**config.mk**
```make
export PLATFORM = sky130hd
export DESIGN_NAME = param_fir
export DESIGN_NICKNAME = d
export VERILOG_FILES = /design/src/rtl/param_fir.sv
export SDC_FILE = /design/constraint.sdc
export NUM_CORES = 1
export LEC_CHECK = 0
export ABC_AREA = 1
export ABC_CLOCK_PERIOD_IN_PS = 11600
export CORE_ASPECT_RATIO = 1.2
export CORE_MARGIN = 8
export CORE_UTILIZATION = 65
export DETAILED_ROUTE_END_ITERATION = 7
export PLACE_DENSITY_LB_ADDON = 0.15
export SLEW_MARGIN = 10
export SYNTH_ARGS = -nofsm -noshare
export SYNTH_HDL_FRONTEND = slang
export SYNTH_SLANG_ARGS = --single-unit
```
**constraint.sdc**
```tcl
create_clock -name clk -period 11.6 [get_ports clk]
set_clock_uncertainty 0.15 [all_clocks]
set_input_delay 3.48 -clock clk [delete_from_list [all_inputs] [get_ports clk]]
set_output_delay 3.48 -clock clk [all_outputs]
set_load 0.03 [all_outputs]
```
**src/rtl/param_fir.sv**
```systemverilog
// ---------------------------------------------------------------------------
// param_fir
//
// Purpose:
//   Parametric direct-form FIR filter with a two-mode controller. In LOAD the
//   block accepts N_TAPS coefficients over a valid/ready handshake (h[N-1]
//   first, h[0] last). In RUN it accepts samples, computes
//   y[n] = sum_k h[k]*x[n-k] at full precision, rounds half toward +inf,
//   shifts right by SHIFT, saturates to BW_OUT bits and registers the result
//   behind a single-entry valid/ready output stage.
//
// States:
//   state   | meaning
//   --------+--------------------------------------------------------------
//   ST_LOAD | coefficient shift-in; coef_ready=1 (once out of reset)
//   ST_RUN  | filtering; samples accepted when the output stage has room
//
// Ports:
//   clk         in   rising-edge clock
//   reset_n     in   asynchronous active-low reset
//   load_start  in   pulse: abandon current mode, clear history, enter LOAD
//   coef_valid  in   coef_data valid this cycle
//   coef_data   in   signed coefficient word   [BW_COEF]
//   coef_ready  out  coefficient accepted this cycle if coef_valid
//   in_valid    in   in_data valid this cycle
//   in_data     in   signed sample              [BW_IN]
//   in_ready    out  sample accepted this cycle if in_valid
//   out_valid   out  out_data holds a result
//   out_data    out  signed filtered sample     [BW_OUT]
//   out_ready   in   downstream consumes out_data
//   running     out  high in RUN
// ---------------------------------------------------------------------------
module param_fir #(
    parameter int N_TAPS  = 4,
    parameter int BW_IN   = 6,
    parameter int BW_COEF = 6,
    parameter int BW_OUT  = 8,
    parameter int SHIFT   = 4
) (
    input  logic                      clk,
    input  logic                      reset_n,
    input  logic                      load_start,
    input  logic                      coef_valid,
    input  logic signed [BW_COEF-1:0] coef_data,
    output logic                      coef_ready,
    input  logic                      in_valid,
    input  logic signed [BW_IN-1:0]   in_data,
    output logic                      in_ready,
    output logic                      out_valid,
    output logic signed [BW_OUT-1:0]  out_data,
    input  logic                      out_ready,
    output logic                      running
);

    localparam int PROD_W = BW_IN + BW_COEF;
    localparam int ACC_W  = PROD_W + $clog2(N_TAPS);
    localparam int CNT_W  = $clog2(N_TAPS + 1);

    // Rounding constant 2^(SHIFT-1), one bit wider than the accumulator so
    // the addition can never wrap.
    localparam logic signed [ACC_W:0]    RND_HALF = (ACC_W+1)'(1) <<< (SHIFT - 1);
    localparam logic signed [BW_OUT-1:0] OUT_MAX  = {1'b0, {(BW_OUT-1){1'b1}}};
    localparam logic signed [BW_OUT-1:0] OUT_MIN  = {1'b1, {(BW_OUT-1){1'b0}}};

    typedef enum logic {
        ST_LOAD = 1'b0,
        ST_RUN  = 1'b1
    } state_t;

    state_t                     r_state;
    state_t                     w_state_nxt;
    logic [CNT_W-1:0]           r_count;
    logic [CNT_W-1:0]           w_count_nxt;
    logic                       r_armed;
    logic signed [BW_COEF-1:0]  r_coef [N_TAPS];
    logic signed [BW_IN-1:0]    r_dly  [N_TAPS-1];
    logic                       r_out_valid;
    logic signed [BW_OUT-1:0]   r_out_data;

    logic                       w_coef_acc;
    logic                       w_smp_acc;
    logic signed [PROD_W-1:0]   w_prod [N_TAPS];
    logic signed [ACC_W-1:0]    w_acc;
    logic signed [ACC_W:0]      w_rnd;
    logic signed [ACC_W:0]      w_shr;
    logic [ACC_W-BW_OUT+1:0]    w_hi;
    logic signed [BW_OUT-1:0]   w_sat;

    // -----------------------------------------------------------------------
    // Handshakes. r_armed holds coef_ready low until the first edge after
    // reset release, so coef_ready is 0 throughout reset.
    // -----------------------------------------------------------------------
    always_comb begin
        coef_ready = r_armed & (r_state == ST_LOAD);
        running    = (r_state == ST_RUN);
        in_ready   = (r_state == ST_RUN) & (~r_out_valid | out_ready);
        out_valid  = r_out_valid;
        out_data   = r_out_data;
        // load_start discards anything presented alongside it
        w_coef_acc = coef_valid & coef_ready & ~load_start;
        w_smp_acc  = in_valid & in_ready & ~load_start;
    end

    // -----------------------------------------------------------------------
    // Controller
    // -----------------------------------------------------------------------
    always_ff @(posedge clk or negedge reset_n) begin
        if (!reset_n) begin
            r_state <= ST_LOAD;
            r_count <= '0;
            r_armed <= 1'b0;
        end else begin
            r_state <= w_state_nxt;
            r_count <= w_count_nxt;
            r_armed <= 1'b1;
        end
    end

    always_comb begin
        w_state_nxt = r_state;
        w_count_nxt = r_count;
        if (load_start) begin
            w_state_nxt = ST_LOAD;
            w_count_nxt = '0;
        end else if (w_coef_acc) begin
            w_count_nxt = r_count + CNT_W'(1);
            if (r_count == CNT_W'(N_TAPS - 1)) begin
                w_state_nxt = ST_RUN;
            end
        end
    end

    // -----------------------------------------------------------------------
    // Coefficient shift register: new word enters at index 0 and moves up,
    // so the first word loaded (h[N-1]) ends at index N_TAPS-1.
    // Coefficients survive load_start and are only replaced by a new load.
    // -----------------------------------------------------------------------
    always_ff @(posedge clk or negedge reset_n) begin
        if (!reset_n) begin
            for (int k = 0; k < N_TAPS; k++) begin
                r_coef[k] <= '0;
            end
        end else if (w_coef_acc) begin
            r_coef[0] <= coef_data;
            for (int k = 1; k < N_TAPS; k++) begin
                r_coef[k] <= r_coef[k-1];
            end
        end
    end

    // -----------------------------------------------------------------------
    // Delay line: r_dly[k] holds x[n-1-k]; the current sample comes straight
    // from in_data, so only N_TAPS-1 past samples are stored.
    // -----------------------------------------------------------------------
    always_ff @(posedge clk or negedge reset_n) begin
        if (!reset_n) begin
            for (int k = 0; k < N_TAPS - 1; k++) begin
                r_dly[k] <= '0;
            end
        end else if (load_start) begin
            for (int k = 0; k < N_TAPS - 1; k++) begin
                r_dly[k] <= '0;
            end
        end else if (w_smp_acc) begin
            r_dly[0] <= in_data;
            for (int k = 1; k < N_TAPS - 1; k++) begin
                r_dly[k] <= r_dly[k-1];
            end
        end
    end

    // -----------------------------------------------------------------------
    // Multiply-accumulate, rounding and saturation
    // -----------------------------------------------------------------------
    always_comb begin
        w_prod[0] = PROD_W'(in_data) * PROD_W'(r_coef[0]);
        for (int k = 1; k < N_TAPS; k++) begin
            w_prod[k] = PROD_W'(r_dly[k-1]) * PROD_W'(r_coef[k]);
        end
        w_acc = '0;
        for (int k = 0; k < N_TAPS; k++) begin
            w_acc = w_acc + ACC_W'(w_prod[k]);
        end
    end

    always_comb begin
        w_rnd = (ACC_W+1)'(w_acc) + RND_HALF;
        w_shr = w_rnd >>> SHIFT;
        // In range exactly when all bits from the output sign bit upward agree
        w_hi  = w_shr[ACC_W:BW_OUT-1];
        if ((&w_hi) || (~|w_hi)) begin
            w_sat = w_shr[BW_OUT-1:0];
        end else if (w_shr[ACC_W]) begin
            w_sat = OUT_MIN;
        end else begin
            w_sat = OUT_MAX;
        end
    end

    // -----------------------------------------------------------------------
    // Output stage. out_data is held while the result waits for out_ready;
    // a new sample can only arrive when the slot is free or being drained.
    // -----------------------------------------------------------------------
    always_ff @(posedge clk or negedge reset_n) begin
        if (!reset_n) begin
            r_out_valid <= 1'b0;
            r_out_data  <= '0;
        end else if (load_start) begin
            r_out_valid <= 1'b0;
        end else if (w_smp_acc) begin
            r_out_valid <= 1'b1;
            r_out_data  <= w_sat;
        end else if (out_ready) begin
            r_out_valid <= 1'b0;
        end
    end

endmodule

```
==> metrics.txt, run 1 <==
result of the run finished, final reports clean; class of the most critical hold timing path flop to flop; vias in the first global route 6934; core outline area 13600 µm²; area added between synthesis and finish 7.16%; RSZ-0062 raised after global routing false; Slew headroom 45.1%; number of max-slew violations in the final report 0; number of cells in the design after placement 1256; part of the cycle the worst path needs 85.2%; number of cell instances on the worst register-to-register path 23; Final Wtd Congestion between 0.9 and 1; Worst Setup Start Kind input pin; number of endpoints failing setup at the final stage 0; fraction of final layout cells sized beyond drive strength 1 2.75%; count of input and output buffers 29; YS warnings 0; data arrival time of the critical path 9.91 ns; number of routed nets with antenna violations 0; average cell area after synthesis 8.39 µm²; synthesis-stage register bit count 56; global-route usage over all layers 24.3%; FILL cells ~1100; post-synthesis sequential area ratio 15.6%; half-perimeter wire length of the detailed placement result between 15000 and 20000 µm; Worst Setup Path Type input pin to flop; net count after synthesis 1333; count of final hold-check violations 0; clock insertion delay at the later pin of the skew report 0.30 ns; clk buf depth 2; Max Cap Viol 0; Worst Setup End Kind flop; average wire per cell in the routed design 15.2 µm; overall via count from detail_route 6511; Unique masters post-synth 29; design area 9630 µm²; NumNets Final 1355; slack of the worst reg-to-reg path 4.93 ns; Resize count post-CTS 0; Cell Rows 47; Clock Sinks 56; root buffer cell clkbuf_16; Mapped Area 8980 µm²; Hold Path Sink out_data[7]; iteration count of the initial detailed-routing pass 5; I/O Pins 30; TritonCTS Buffers 5; Post-route DRC 0; transition time at the pin with the least slew margin 0.823 ns; FF-to-FF End out_data[3]; die outline area 17900 µm²; detailed-route vias per instance 5.16; overall overflow remaining after global route 0; R2R Path Start r_coef[18]; shortest clock period the worst path allows after layout around 9.9 ns; TritonCTS clock tree done; Fin Setup TNS 0 ns; final wirelength slightly below 20000 µm; height of the chip 145 µm; cell count after synthesis 1070; Fmax achieved about 100 MHz; clock-pin transition on the worst setup and hold timing paths 0.08 ns; Hold Path Stages 2; maximum number of pins on one net before global-route repair 57; Starting Density 65.8%; DRT iter0 DRCs 458; Finished Layout Cells 1263; maximum level of the CTS H-tree 2; hold-fix buffers at CTS 0; placed standard-cell area approximately 9400 µm²; startpoint of the lowest-slack hold path out_data[7]; Ant. Diodes 0; endpoint required time on the critical path 11.63 ns; first-pass GRT wire length 33300 µm; Setup Buffers After CTS 0; die width 123 µm; initial antenna violation count 0; maximum fanout along the worst path 7
==> worst max-delay path, stage by stage <==
cell             delay (ns)
clkdlybuf4s50_1        0.57
nand2_1                0.19
inv_1                  0.10
fa_1                   0.74
fa_1                   0.53
fa_1                   0.53
inv_1                  0.05
fa_1                   0.49
inv_1                  0.05
fa_1                   0.50
fa_1                   0.49
inv_1                  0.05
fa_1                   0.47
inv_1                  0.04
ha_1                   0.33
nand2_1                0.12
nor2_1                 0.25
nand2_1                0.09
a21oi_1                0.18
nor2_1                 0.09
nand2_1                0.09
nand2_2                0.10
a21oi_4                0.25
a21oi_1                0.11
==> metal layers <==
layer | vias up | global-route usage [%] | part of all wire (%)
met2 | 185 | 42.8 | 52
li1 | 3062 | - | -
met1 | 3223 | 30.0 | 39
met3 | 41 | 2.14 | 5.1
met4 | 0 | 10.2 | 4.1
met5 | - | 0 | 0
==> stage by stage <==
| stage | utilization, % | setup slack (ns) | hold WS (ns) |
|---|---|---|---|
| after floorplan | - | 2.61 | 0.318 |
| final | 70.6 | 1.72 | 0.347 |
| after CTS | 70.6 | 1.73 | 0.354 |
| after detailed placement | 69.2 | 1.43 | 0.335 |
| after global placement | 69.2 | 1.51 | 0.332 |
| after global routing | 70.6 | 1.35 | 0.372 |
==> sequential cells by signal, indices dropped and copies added (netlist names) <==
name	count
r_count	3
running	1
out_valid	1
r_coef	24
out_data	8
r_dly	18
r_armed	1
==> placed cells by master, fill, tap and decap left out, drive strengths merged <==
cell type,instances
a21boi,2
a21oi,30
buf,3
bufinv,2
clkbuf,5
clkdlybuf4s50,28
conb,1
dfrtp,56
fa,179
ha,66
inv,376
nand2,225
nand3,29
nand3b,1
nand4,2
nor2,34
o21ai,30
o21bai,1
o22ai,14
xnor2,5
xor2,3
==> Yosys cell counts <==
library cell | n | area share [%]
nor2_1 | 31 | 1.3
a21boi_1 | 2 | 0.17
conb_1 | 1 | 0.042
o21ai_2 | 1 | 0.098
a21oi_2 | 2 | 0.20
nor2_2 | 2 | 0.14
fa_1 | 179 | 40
o21ai_1 | 3 | 0.17
nand4_1 | 2 | 0.14
nand3_2 | 1 | 0.11
ha_1 | 66 | 9.2
buf_2 | 1 | 0.056
a21oi_4 | 1 | 0.18
o21bai_1 | 1 | 0.084
o21ai_0 | 26 | 1.4
clkbuf_1 | 15 | 0.63
nand2_4 | 1 | 0.13
nor2_4 | 1 | 0.13
inv_1 | 374 | 16
inv_2 | 2 | 0.084
o22ai_1 | 14 | 0.98
nand2_2 | 7 | 0.49
nand3b_4 | 1 | 0.22
dfrtp_1 | 56 | 16
xor2_1 | 3 | 0.29
xnor2_1 | 5 | 0.49
a21oi_1 | 27 | 1.5
nand3_1 | 28 | 1.6
nand2_1 | 217 | 9.1
==> cells by family (layout without fill, tap and decap cells) <==
group / Yosys count / count (layout) / share of synthesized area, %
fa+ha+maj: 245 / 245 / 49.1
flops: 56 / 56 / 15.6
compound gates: 77 / 77 / 4.82
other cells: 1 / 1 / 0.0417
simple gates: 291 / 291 / 13.3
xor+xnor: 8 / 8 / 0.780
buf+inv: 392 / 414 / 16.4
==> worst max-delay path by stage <==
stage	slack (ns)	start	endpoint
2_1_floorplan	2.61	in_data[5]	out_data[2]
3_3_place_gp	1.51	in_data[5]	out_data[6]
3_5_place_dp	1.43	in_data[5]	out_data[6]
4_1_cts	1.73	in_data[5]	out_data[3]
5_1_grt	1.35	in_data[5]	out_data[6]
6_report	1.72	in_data[5]	out_data[3]
==> layout make-up <==
type / count / area (µm²) / share of cell area, %
Clock buffer: 5 / 125 / 1.30
Clock inverter: 2 / 60.1 / 0.624
Inverter: 376 / 1410 / 14.7
Multi-Input combinational cell: 622 / 6110 / 63.5
Sequential cell: 56 / 1400 / 14.6
Tap cell: 171 / 214 / 2.22
Timing Repair Buffer: 31 / 300 / 3.12
Power of run 1 is left out: the tool's default activity adds up to more than one toggle a clock period on the data nets, which glitch-free logic cannot reach.
==> run 2: changes to the inputs <==
--- a/config.mk
+++ b/config.mk
@@ -9,10 +9,10 @@
 export ABC_CLOCK_PERIOD_IN_PS = 11600
 export CORE_ASPECT_RATIO = 1.2
 export CORE_MARGIN = 8
-export CORE_UTILIZATION = 65
+export CORE_UTILIZATION = 30
 export DETAILED_ROUTE_END_ITERATION = 7
 export PLACE_DENSITY_LB_ADDON = 0.15
-export SLEW_MARGIN = 10
 export SYNTH_ARGS = -nofsm -noshare
 export SYNTH_HDL_FRONTEND = slang
 export SYNTH_SLANG_ARGS = --single-unit
+export TNS_END_PERCENT = 100
==> metrics.txt, run 2 (synthesized netlist as in run 1, its figures left out) <==
flip-flop count of the largest register, all copies and words added 24 (unchanged); area added between synthesis and finish 9.85% (was 7.16%); average wire per cell in the routed design 14.8 µm (was 15.2 µm); class of the most critical hold timing path flop to flop (unchanged); Starting Density 30.4% (was 65.8%); Cell Rows 69 (was 47); worst-path cell chain clkdlybuf4s50_1, nand2_1, inv_1, fa_1, fa_1, fa_1, fa_1, fa_1, inv_1, fa_1, fa_1, inv_1, ha_1, nand2_1, nor2_1, nand2_1, a21oi_1, nor2_1, nand2_1, nand2_2, a21oi_4, a21boi_1 (was clkdlybuf4s50_1, nand2_1, inv_1, fa_1, fa_1, fa_1, inv_1, fa_1, inv_1, fa_1, fa_1, inv_1, fa_1, inv_1, ha_1, nand2_1, nor2_1, nand2_1, a21oi_1, nor2_1, nand2_1, nand2_2, a21oi_4, a21oi_1); slowest stage cell on the critical path fa_1 (unchanged); Setup Buffers After CTS 0 (unchanged); Clock Sinks 56 (unchanged); height of the chip 206 µm (was 145 µm); R2R Path Start r_coef[18] (unchanged); post-layout worst setup margin 1.65 ns (was 1.72 ns); Crit path top cell by count fa_1 (unchanged); clock insertion delay at the later pin of the skew report 0.32 ns (was 0.30 ns); slowest cell delay on critical path 0.75 ns (was 0.74 ns); TritonCTS Buffers 5 (unchanged); overall via count from detail_route 6249 (was 6511); Largest Register r_coef (unchanged); Max Cap Viol 0 (unchanged); first-pass GRT wire length 37200 µm (was 33300 µm); data arrival time of the critical path 9.99 ns (was 9.91 ns); NumNets Final 1355 (unchanged); startpoint of the lowest-slack hold path out_data[7] (unchanged); detailed-route vias per instance 4.21 (was 5.16); core outline area 29500 µm² (was 13600 µm²); fraction of final layout cells sized beyond drive strength 1 2.84% (was 2.75%); clock-pin transition on the worst setup and hold timing paths 0.09 ns (was 0.08 ns); final wirelength 21900 µm (was 19200 µm); die outline area 35800 µm² (was 17900 µm²); slack of the worst reg-to-reg path 4.85 ns (was 4.93 ns); Ant. Diodes 0 (unchanged); RSZ-0062 raised after global routing false (unchanged); overall overflow remaining after global route 0 (unchanged); hold-fix buffers at CTS 0 (unchanged); endpoint required time on the critical path 11.65 ns (was 11.63 ns); FF-to-FF End out_data[1] (was out_data[3]); Hold Path Sink out_data[7] (unchanged); most common cell after layout, fill and taps aside inv_1 (unchanged); Hold Path Stages 2 (unchanged); global-route usage over all layers 13.4% (was 24.3%); Worst Setup Start Kind input pin (unchanged); number of routed nets with antenna violations 0 (unchanged); Fmax achieved 101 MHz (about the same); Post-route DRC 0 (unchanged); count of input and output buffers 29 (unchanged); shortest clock period the worst path allows after layout 9.95 ns (was 9.88 ns); I/O Pins 30 (unchanged); Final Wtd Congestion 0.812 (was 0.908); vias in the first global route 6827 (was 6934); Worst Setup Path Type input pin to flop (unchanged); Worst Setup End Kind flop (unchanged); Slew headroom 41.6% (was 45.1%); DRT iter0 DRCs 359 (was 458); TritonCTS clock tree done (unchanged); result of the run finished, final reports clean (unchanged); Fin Setup TNS 0 ns (unchanged); number of cell instances on the worst register-to-register path 21 (was 23); maximum number of pins on one net before global-route repair 52 (was 57); pre-CTS WS 1.33 ns (was 1.43 ns); root buffer cell clkbuf_16 (unchanged); die width 174 µm (was 123 µm); initial antenna violation count 0 (unchanged); count of final hold-check violations 0 (unchanged); iteration count of the initial detailed-routing pass 5 (unchanged); clk buf depth 2 (unchanged); number of max-slew violations in the final report 0 (unchanged); maximum fanout along the worst path 7 (unchanged); part of the cycle the worst path needs 85.8% (was 85.2%); transition time at the pin with the least slew margin 0.875 ns (was 0.823 ns); number of endpoints failing setup at the final stage 0 (unchanged); Resize count post-CTS 0 (unchanged); maximum level of the CTS H-tree 2 (unchanged); most frequent cells in the layout inv_1, nand2_1, fa_1 (unchanged); half-perimeter wire length of the detailed placement result 18800 µm (was 16100 µm); final hold slack 0.353 ns (was 0.347 ns)
-- run 2: how the worst max path moves through the flow --
stage,start,end,slack [ns],depth (start not counted)
global placement,in_data[5],out_data[6],1.35,22
CTS,in_data[5],out_data[1],1.65,22
detailed placement,in_data[5],out_data[4],1.33,22
floorplan,in_data[5],out_data[2],2.61,22
finish,in_data[5],out_data[1],1.65,22
global route,in_data[5],out_data[1],1.29,22
-- run 2: worst max-delay path: cells and delay by family --
| family | cells | cell delay [ns] |
|---|---|---|
| adder cells (fa/ha/maj) | 8 | 4.25 |
| buffers and inverters | 4 | 0.79 |
| AO/OA/AOI/OAI | 3 | 0.57 |
| AND/OR/NAND/NOR | 7 | 0.89 |
-- run 2: cell type report --
type	instances	area, µm²
Inverter	376	1410
Fill cell	3154	19700
Tap cell	390	488
Sequential cell	56	1400
Timing Repair Buffer	31	300
Multi-Input combinational cell	622	6110
Clock buffer	6	139
Clock inverter	2	13.8
-- run 2: routing by layer --
metal  GRT usage (%)  vias to the layer above  share of wire (%)
met1            16.0                     3111                 42
met2            25.5                       59                 55
li1                -                     3063                  -
met5               0                        -                  0
met4            3.36                        0                1.9
met3            1.19                       16                1.8
-- run 2: metrics by stage --
step / utilization (%) / area [µm²] / std cells
finish: 33.4 / 9870 / 1483
detailed placement: 32.9 / 9710 / 1475
global placement: 32.9 / 9710 / 1475
floorplan: - / 8980 / 1070
CTS: 33.4 / 9870 / 1483
global route: 33.4 / 9870 / 1483
Power of run 2 is left out for the same reason.
==> run 3: changes to the inputs <==
--- a/config.mk
+++ b/config.mk
@@ -12,6 +12,7 @@
 export CORE_UTILIZATION = 30
 export DETAILED_ROUTE_END_ITERATION = 7
 export PLACE_DENSITY_LB_ADDON = 0.15
+export SETUP_SLACK_MARGIN = 0.02
 export SYNTH_ARGS = -nofsm -noshare
 export SYNTH_HDL_FRONTEND = slang
 export SYNTH_SLANG_ARGS = --single-unit
==> constraint.sdc (replaced) <==
create_clock -name clk -period 11.6 [get_ports clk]
set_clock_uncertainty 0.15 [all_clocks]
set_input_delay 1.74 -clock clk [delete_from_list [all_inputs] [get_ports clk]]
set_output_delay 1.74 -clock clk [all_outputs]
set_load 0.03 [all_outputs]
==> metrics.txt, run 3 (synthesized netlist as in run 1, its figures left out) <==
result of the run finished, final reports clean (unchanged); Resize count post-CTS 0 (unchanged); TritonCTS Buffers 5 (unchanged); Worst Setup End Kind flop (unchanged); die outline area 35800 µm² (unchanged); maximum level of the CTS H-tree 2 (unchanged); shortest clock period the worst path allows after layout 8.10 ns (was 9.95 ns); number of endpoints failing setup at the final stage 0 (unchanged); count of input and output buffers 29 (unchanged); Worst Setup Start Kind input pin (unchanged); area added between synthesis and finish 9.85% (unchanged); detailed-route vias per instance 4.22 (was 4.21); FILL cells 3142 (was 3154); final wirelength 21700 µm (was 21900 µm); I/O Pins 30 (unchanged); hold-fix buffers at CTS 0 (unchanged); class of the most critical hold timing path flop to flop (unchanged); count of final hold-check violations 0 (unchanged); flip-flop count of the largest register, all copies and words added 24 (unchanged); Slew headroom 42.7% (was 41.6%); clock insertion delay at the later pin of the skew report 0.32 ns (about the same); height of the chip 206 µm (unchanged); Worst Setup Path Type input pin to flop (unchanged); root buffer cell clkbuf_16 (unchanged); Post-route DRC 0 (unchanged); overall via count from detail_route 6260 (was 6249); placed standard-cell area 9710 µm² (unchanged); Finished Layout Cells 1483 (unchanged); Starting Density 30.4% (unchanged); Max Cap Viol 0 (unchanged); die width 174 µm (unchanged); average wire per cell in the routed design 14.6 µm (was 14.8 µm); clock-pin transition on the worst setup and hold timing paths 0.09 ns (about the same); Clock Sinks 56 (unchanged); data arrival time of the critical path 8.15 ns (was 9.99 ns); Final Wtd Congestion 0.816 (was 0.812); most frequent cells in the layout inv_1, nand2_1, fa_1 (unchanged); maximum number of pins on one net before global-route repair 52 (unchanged); first-pass GRT wire length 37000 µm (was 37200 µm); area taken by flip-flops and latches 1400 µm² (unchanged); vias in the first global route 6837 (was 6827); TritonCTS clock tree done (unchanged); endpoint required time on the critical path 11.65 ns (about the same); maximum fanout along the worst path 7 (unchanged); final hold slack 0.353 ns (about the same); iteration count of the initial detailed-routing pass 5 (unchanged); transition time at the pin with the least slew margin 0.858 ns (was 0.875 ns); Largest Register r_coef (unchanged); half-perimeter wire length of the detailed placement result 18800 µm (about the same); design area 9870 µm² (unchanged); core outline area 29500 µm² (unchanged); most common cell after layout, fill and taps aside inv_1 (unchanged); number of cells in the design after placement 1475 (unchanged); DRT iter0 DRCs 344 (was 359); Setup Buffers After CTS 0 (unchanged); fraction of final layout cells sized beyond drive strength 1 2.84% (unchanged); NumNets Final 1355 (unchanged); RSZ-0062 raised after global routing false (unchanged); Fin Setup TNS 0 ns (unchanged); clk buf depth 2 (unchanged); Ant. Diodes 0 (unchanged); Multi-input gate area 6110 µm² (unchanged); overall overflow remaining after global route 0 (unchanged); initial antenna violation count 0 (unchanged); Cell Rows 69 (unchanged); number of routed nets with antenna violations 0 (unchanged); number of max-slew violations in the final report 0 (unchanged); global-route usage over all layers 13.4% (about the same); Fmax achieved 123 MHz (was 101 MHz); part of the cycle the worst path needs 69.8% (was 85.8%)
run 3: path summary, 6_finish.rpt:
path / startpoint / endpoint / slack (ns) / depth (start not counted)
setup / recovery: in_data[5] / out_data[2] / 3.50 / 22
hold / removal: out_data[7] / out_data[7] / 0.35 / 2
setup reg to reg: r_coef[18] / out_data[2] / 4.99 / 21
hold reg to reg: out_data[7] / out_data[7] / 0.35 / 2
max in group asynchronous: reset_n / r_coef[6] / 9.26 / 2
min in group asynchronous: reset_n / r_armed / 1.09 / 1
run 3: worst max-delay path, stage by stage:
cell and delay, ns:
clkdlybuf4s50_1 0.59, nand2_1 0.19, inv_1 0.10, fa_1 0.76
fa_1 0.53, fa_1 0.64, fa_1 0.50, fa_1 0.52
inv_1 0.05, fa_1 0.45, fa_1 0.50, inv_1 0.05
ha_1 0.35, nand2_1 0.09, nor2_1 0.24, nand2_1 0.08
a21oi_1 0.15, nor2_1 0.07, nand2_1 0.08, nand2_2 0.10
a21oi_4 0.26, a21oi_1 0.11
run 3: cell type report:
| cell class | count | share of cell area, % |
|---|---|---|
| clock buffers | 6 | 1.41 |
| clock inverters | 2 | 0.139 |
| inverters | 376 | 14.3 |
| multi-input cells | 622 | 62.0 |
| flip-flops and latches | 56 | 14.2 |
| well taps | 390 | 4.95 |
| repair buffers | 31 | 3.04 |
run 3: per-layer routing:
| layer | routed length (µm) | track usage, % | vias to the layer above |
|---|---|---|---|
| li1 | - | - | 3064 |
| met1 | 8770 | 15.9 | 3088 |
| met2 | 12000 | 25.7 | 94 |
| met3 | 638 | 1.30 | 14 |
| met4 | 269 | 2.84 | 0 |
| met5 | 0 | 0 | - |
run 3: metrics by stage:
stage	worst slack, ns	util [%]
detailed placement	3.14	32.9
global placement	3.17	32.9
CTS	3.45	33.4
floorplan	4.35	-
finish	3.50	33.4
global route	3.05	33.4
Power of run 3 is left out for the same reason.
